===== config.mk =====
export PLATFORM = sky130hd
export DESIGN_NAME = reg_wr_arbiter
export DESIGN_NICKNAME = d
export VERILOG_FILES = /design/src/rtl/reg_wr_arbiter.sv
export SDC_FILE = /design/constraint.sdc
export NUM_CORES = 1
export LEC_CHECK = 0
export ABC_AREA = 1
export CAP_MARGIN = 20
export CORE_UTILIZATION = 35
export CTS_CLUSTER_DIAMETER = 60
export DETAILED_ROUTE_END_ITERATION = 12
export GPL_ROUTABILITY_DRIVEN = 0
export GPL_TIMING_DRIVEN = 0
export PLACE_DENSITY = 0.74
export SLEW_MARGIN = 10
export SYNTH_ARGS = -nofsm -noshare
export SYNTH_HDL_FRONTEND = slang
export SYNTH_SLANG_ARGS = --single-unit

===== constraint.sdc =====
create_clock -name clk -period 1.9 [get_ports clk]
set_clock_uncertainty 0.2 [all_clocks]
set_input_delay 0.19 -clock clk [delete_from_list [all_inputs] [get_ports clk]]
set_output_delay 0.19 -clock clk [all_outputs]
set_load 0.01 [all_outputs]

===== src/rtl/reg_wr_arbiter.sv =====
// Two-requester round-robin arbiter feeding a single registered register-file write port.
// Optional macro REGARB_BYPASS_EN adds Rs/Rt read-data forwarding from the pending write.
module reg_wr_arbiter #(
    parameter int INIT_PRI = 0,
    parameter int DATA_W   = 32
) (
    input  logic              clk,
    input  logic              reset,
    input  logic              a_valid,
    output logic              a_ready,
    input  logic [4:0]        a_addr,
    input  logic [DATA_W-1:0] a_data,
    input  logic              b_valid,
    output logic              b_ready,
    input  logic [4:0]        b_addr,
    input  logic [DATA_W-1:0] b_data,
    input  logic              wr_stall,
    output logic              regwr,
    output logic [4:0]        WriteAddr,
    output logic [DATA_W-1:0] WriteData,
    output logic [15:0]       wr_count
`ifdef REGARB_BYPASS_EN
    ,
    input  logic [4:0]        RsAddr,
    input  logic [4:0]        RtAddr,
    input  logic [DATA_W-1:0] RsData_in,
    input  logic [DATA_W-1:0] RtData_in,
    output logic [DATA_W-1:0] RsData,
    output logic [DATA_W-1:0] RtData
`endif
);

    localparam logic PRI_RST = (INIT_PRI != 0);

    function automatic logic [15:0] sat_inc(input logic [15:0] v);
        return (v == 16'hFFFF) ? v : v + 16'd1;
    endfunction

    // pri_q: 0 = A holds priority, 1 = B holds priority
    logic              pri_q,   pri_d;
    logic              regwr_q, regwr_d;
    logic [4:0]        waddr_q, waddr_d;
    logic [DATA_W-1:0] wdata_q, wdata_d;
    logic [15:0]       cnt_q,   cnt_d;
    logic              a_xfer, b_xfer;

    assign a_ready = ~reset & ~wr_stall & (~pri_q | ~b_valid);
    assign b_ready = ~reset & ~wr_stall & ( pri_q | ~a_valid);
    assign a_xfer  = a_valid & a_ready;
    assign b_xfer  = b_valid & b_ready;

    always_comb begin
        pri_d   = pri_q;
        regwr_d = 1'b0;
        waddr_d = waddr_q;
        wdata_d = wdata_q;
        cnt_d   = regwr_q ? sat_inc(cnt_q) : cnt_q;
        if (a_xfer) begin
            pri_d   = 1'b1;
            waddr_d = a_addr;
            wdata_d = a_data;
            regwr_d = (a_addr != 5'd0);
        end else if (b_xfer) begin
            pri_d   = 1'b0;
            waddr_d = b_addr;
            wdata_d = b_data;
            regwr_d = (b_addr != 5'd0);
        end
    end

    // Output stage: a pending write is dropped outright when reset asserts
    always_ff @(posedge clk or posedge reset) begin
        if (reset) begin
            pri_q   <= PRI_RST;
            regwr_q <= 1'b0;
            waddr_q <= '0;
            wdata_q <= '0;
            cnt_q   <= '0;
        end else begin
            pri_q   <= pri_d;
            regwr_q <= regwr_d;
            waddr_q <= waddr_d;
            wdata_q <= wdata_d;
            cnt_q   <= cnt_d;
        end
    end

    assign regwr     = regwr_q;
    assign WriteAddr = waddr_q;
    assign WriteData = wdata_q;
    assign wr_count  = cnt_q;

`ifdef REGARB_BYPASS_EN
    // Forward the write still in flight so readers never see a stale register
    assign RsData = (regwr_q && (RsAddr == waddr_q) && (waddr_q != 5'd0)) ? wdata_q : RsData_in;
    assign RtData = (regwr_q && (RtAddr == waddr_q) && (waddr_q != 5'd0)) ? wdata_q : RtData_in;
`endif

endmodule


After elaboration in Yosys (flattened, before gate mapping)

Index checks and enable logic that the tools add are counted.

Add/subtract/negate cells: 1
Magnitude comparators: 0
Eq/ne operators: 1
Divide/modulo/power cells: 0
Reduce and logical (&&, ||, !) cells: 4
Shifts and indexed selects: 0
Multiply operators: 0
Mux-type cells: 8
Bitwise logic cells: 13

Operators with widths:

| cell                                           | count |
|---|---|
| two-way mux 32 bit                             | 2 |
| adder 16 x 1 -> 16 bit (second input constant) | 1 |
| == test 16 bit (second input constant)         | 1 |
| two-way mux 5 bit                              | 2 |
| nonzero test 5 bit                             | 2 |
| NOT 1 bit                                      | 6 |
| bitwise AND 1 bit                              | 5 |
| two-way mux 1 bit                              | 4 |
| bitwise OR 1 bit                               | 2 |
| AND reduction 2 bit                            | 1 |
| nonzero test 2 bit                             | 1 |

Flip-flop bits (word level): 55
Memories kept: 0
Bits in latches: 0
Memory bits (writable): 0
Input port bits: 79
Memory bits (read-only): 0
Word-level logic and storage cells: 32
Output and inout port bits: 56

Longest topological paths before layout

Depth after elaboration: 6
Mapped depth: 9
Gate-level depth less buffers: 9

Worst setup path before layout

No wires, ideal clock.

Kind: reg-to-reg
From: register cnt_q[0], in the netlist wr_count[0]
To: register cnt_q[3], in the netlist wr_count[3]
Arrival: 1.356 ns
Path slack: 0.222 ns
Buffers on the path: 1
Clock period less this slack: 1.678 ns
Cell stages (with the launch flop): 9
Required time: 1.578 ns
Setup time: 0.122 ns
Path through: dfrtp_1 -> ha_1 -> nand2_2 -> nor2_4 -> nand2_2 -> nor2_1 -> nor2_2 -> buf_6 -> o21ai_2

Longest elaborated chain between the ends: 3
Elaborated cells on any way between the ends: 4
Classes of those cells: 1 x add/sub; 1 x eq/ne; 1 x bitwise; 1 x reduce/logical

RTL lines:

| item                                                                           | line | RTL |
|---|---|---|
| from (decl)                                                                    | 44   | `logic [15:0] cnt_q, cnt_d;` |
| from (signal assigned)                                                         | 84   | `cnt_q <= cnt_d;` |
| parallel branches: the longest is 3 deep, another holds adder 16 x 1 -> 16 bit | --   |  |

Parallel ways; which one is timed is not known.
A chain may end at the register's enable or synchronous reset.

Worst setup path in the final report

From: input port wr_stall
To: output port a_ready

Longest elaborated chain between the ends: 3

RTL lines:

| item                           | line | RTL |
|---|---|---|
| from (decl)                    | 17   | `input logic wr_stall,` |
| NOT 1 bit                      | 47   | `assign a_ready = ~reset & ~wr_stall & (~pri_q \| ~b_valid);` |
| bitwise AND 1 bit (2 in a row) | 47   |  |
| to (decl)                      | 10   | `output logic a_ready,` |

No other way between the ends.

==> flow_metrics.tcl <==
set metrics [dict create \
    cp_max_fo 4 \
    holdPathEnd "WriteData[18]" \
    leakagePower_nw 1.942 \
    finalSetupTns_ps 0 \
    port_buffers 134 \
    cts_root_buf "clkbuf_8" \
    final_cell_mix "clkdlybuf4s50_1 (132), nand2_1 (110), dfrtp_1 (55)" \
    required_ps 1510 \
    power_frac_seq 0.412 \
    swShare 0.3006 \
    min_path_cells 3 \
    clockBufferDepth 2 \
    drv_cap 0 \
    setup_violations 0 \
    ys_warn_count 0 \
    dp_hpwl_um 6437 \
    die_w_um 91.31 \
    cts_sinks 55 \
    maxSlewHeadroom 0.6081 \
    rrSetupSlack_ps 130 \
    drive_gt1_frac 0.07436 \
    syn-mean-instance-area_um2 7.669 \
    antenna_found_initial 0 \
    drv_slew 0 \
    initial_utilization 0.3612 \
    grt_pass1_vias 3016 \
    synthFlopType "dfrtp_1" \
    final_cells 613 \
    grt_pass1_wl_um 13920 \
    h-tree-depth 2 \
    power_frac_clock 0.237 \
    maxUsedRoutingLayer "met4" \
    nFillCells 723 \
    wl_um 8371 \
    wl_per_cell_um 13.66 \
    fin_ws_ps 78.09 \
    r2r_end "wr_count[10]" \
    grtUsageTotal 0.2097 \
    io_pins 135 \
    multi_input_area_mm2 0.001265 \
    synth_enable_flop_cells 0 \
    period_needed_ps 1822 \
    core_area_mm2 0.007727 \
    syn_to_final_growth_pct 60.15 \
    routed-wl-met3_um 682 \
    synth-seq-cells 55 \
    reg2reg_depth 9 \
    hp-start "a_data[18]" \
    yosys.area.top_type_share 0.4931 \
    hp-class "in -> reg" \
    fin_nets 590 \
    syn-cell-area_mm2 0.002791 \
    yosysTopAreaCell "dfrtp_1" \
    die_area_mm2 0.008337 \
    async_flop_share 1.000 \
    drc 0 \
    diodes 0 \
    final_common_cell "clkdlybuf4s50_1" \
    met1Wirelength_um 3374 \
    cp.arrival_ps 1430 \
    wl_met2_um 4162 \
    antenna_left 0 \
    place_inst 601 \
    p_switching_mw 1.175 \
    worst-setup-path-type "in -> out" \
    overflow 0 \
    fmax_mhz 548.9 \
    ys_top_cells_by_area "dfrtp_1 (49%), nand2_1 (15%), o21ai_0 (8.6%)" \
    post-place-ws_ps -226.7 \
    cts_tree "built" \
    power_frac_comb 0.351 \
    hold_viol_final 0 \
    synth_cell_types 25 \
    intPower_mw 2.733 \
    outcome "finished clean" \
    ys_seq_area_frac 0.4931 \
    numCtsBuffers 5 \
    grt_max_degree 31 \
    die_y_um 91.31 \
    seqCellArea_mm2 0.001376 \
    startpoint_type "input port" \
    rows 32 \
    rr_startpoint "wr_count[1]" \
    vias_per_cell 4.816 \
    drtPass1Iterations 4 \
    path_clk_slew_ps 110 \
    power.density_mw_per_mm2 874.1 \
    peakVddDrop_mv 0.3910 \
    worstSkewPairLatency_ps 300 \
    syn_inst 364 \
    dr_total_vias 2952 \
    worst_pin_slew_ps 587.0 \
    initialDrtViolationCount 111 \
    synth_nets 444 \
    min_period_over_period 0.9589 \
    end_kind "output port" \
]
synth_stat cells, types with 2 or more instances:
cell and count:
buf_2 9, buf_6 2, clkbuf_1 4, dfrtp_1 55
inv_1 21, nand2_1 111, nand2_2 2, nand3_1 8
nand4_1 4, nor2_1 49, nor2_2 3, nor2_4 2
o211ai_1 2, o21ai_0 48, o21ai_1 28, o21ai_2 2
xnor2_1 3, xor2_1 4
state kept, by name, summed over array words and instances, names as in the netlist:
name and flops:
regwr 1, pri_q 1, WriteAddr 5, wr_count 16, WriteData 32
worst max-delay path: stages:
cell	delay [ps]
clkdlybuf4s50_1	440
nor2_4	150
nand2_1	60
inv_1	50
clkdlybuf4s50_1	540
power groups by stage:
stage	logic [mW]	clock network, mW	registers (mW)
after floorplan	0.406	0	1.72
after global placement	1.29	0	1.62
after detailed placement	1.33	0	1.63
after CTS	1.33	0.941	1.62
after global routing	1.50	0.996	1.65
final	1.37	0.927	1.61
cell families (layout without fill, tap and decap cells):
family,after synthesis,count (layout),synth area share
adder cells (fa/ha/maj),1,1,0.004482
buffers and inverters,37,184,0.05916
XOR/XNOR,7,7,0.02196
AND/OR/NAND/NOR,180,180,0.2604
AO/OA/AOI/OAI,84,84,0.1609
flip-flops,55,55,0.4931
stage by stage:
step / cell area (um^2) / power (mW) / hold WS (ps) / util
2_1_floorplan: 2791 / 2.130 / 113.9 / -
3_3_place_gp: 4260 / 2.914 / 265.7 / 0.5513
3_5_place_dp: 4280 / 2.958 / 265.6 / 0.5539
4_1_cts: 4417 / 3.886 / 109.6 / 0.5716
5_1_grt: 4471 / 4.138 / 282.5 / 0.5785
6_report: 4471 / 3.908 / 265.1 / 0.5785
timing repair:
action	4_1_cts	5_1_grt
setup endpoints to repair	0	43
hold buffers	0	1
endpoints found under the hold margin	0	25
gates resized for setup	0	9
setup buffers	0	3
routing by layer:
metal  track usage  vias up
li1              -     1457
met1        0.2342     1367
met2        0.3775      114
met3       0.07119       14
met4       0.05952        0
met5             0        -
layout make-up:
| class | instances | share of cell area |
|---|---|---|
| plain buffers | 15 | 0.01875 |
| flip-flops and latches | 55 | 0.3079 |
| multi-input cells | 272 | 0.2830 |
| inverters | 22 | 0.01847 |
| clock buffers | 5 | 0.01539 |
| well taps | 102 | 0.02855 |
| clock inverters | 3 | 0.01511 |
| repair buffers | 139 | 0.3129 |
worst max-delay path by stage:
stage	cells after the start	to	slack [ps]	start
finish	5	a_ready	80	wr_stall
global placement	2	WriteData[5]	-960	reset
detailed placement	8	WriteData[12]	-230	reset
floorplan	1	WriteAddr[0]	170	reset
global route	6	WriteData[13]	-0.5	pri_q
CTS	9	wr_count[15]	60	wr_count[0]
No activity file was read; power rests on OpenSTA's default activity.
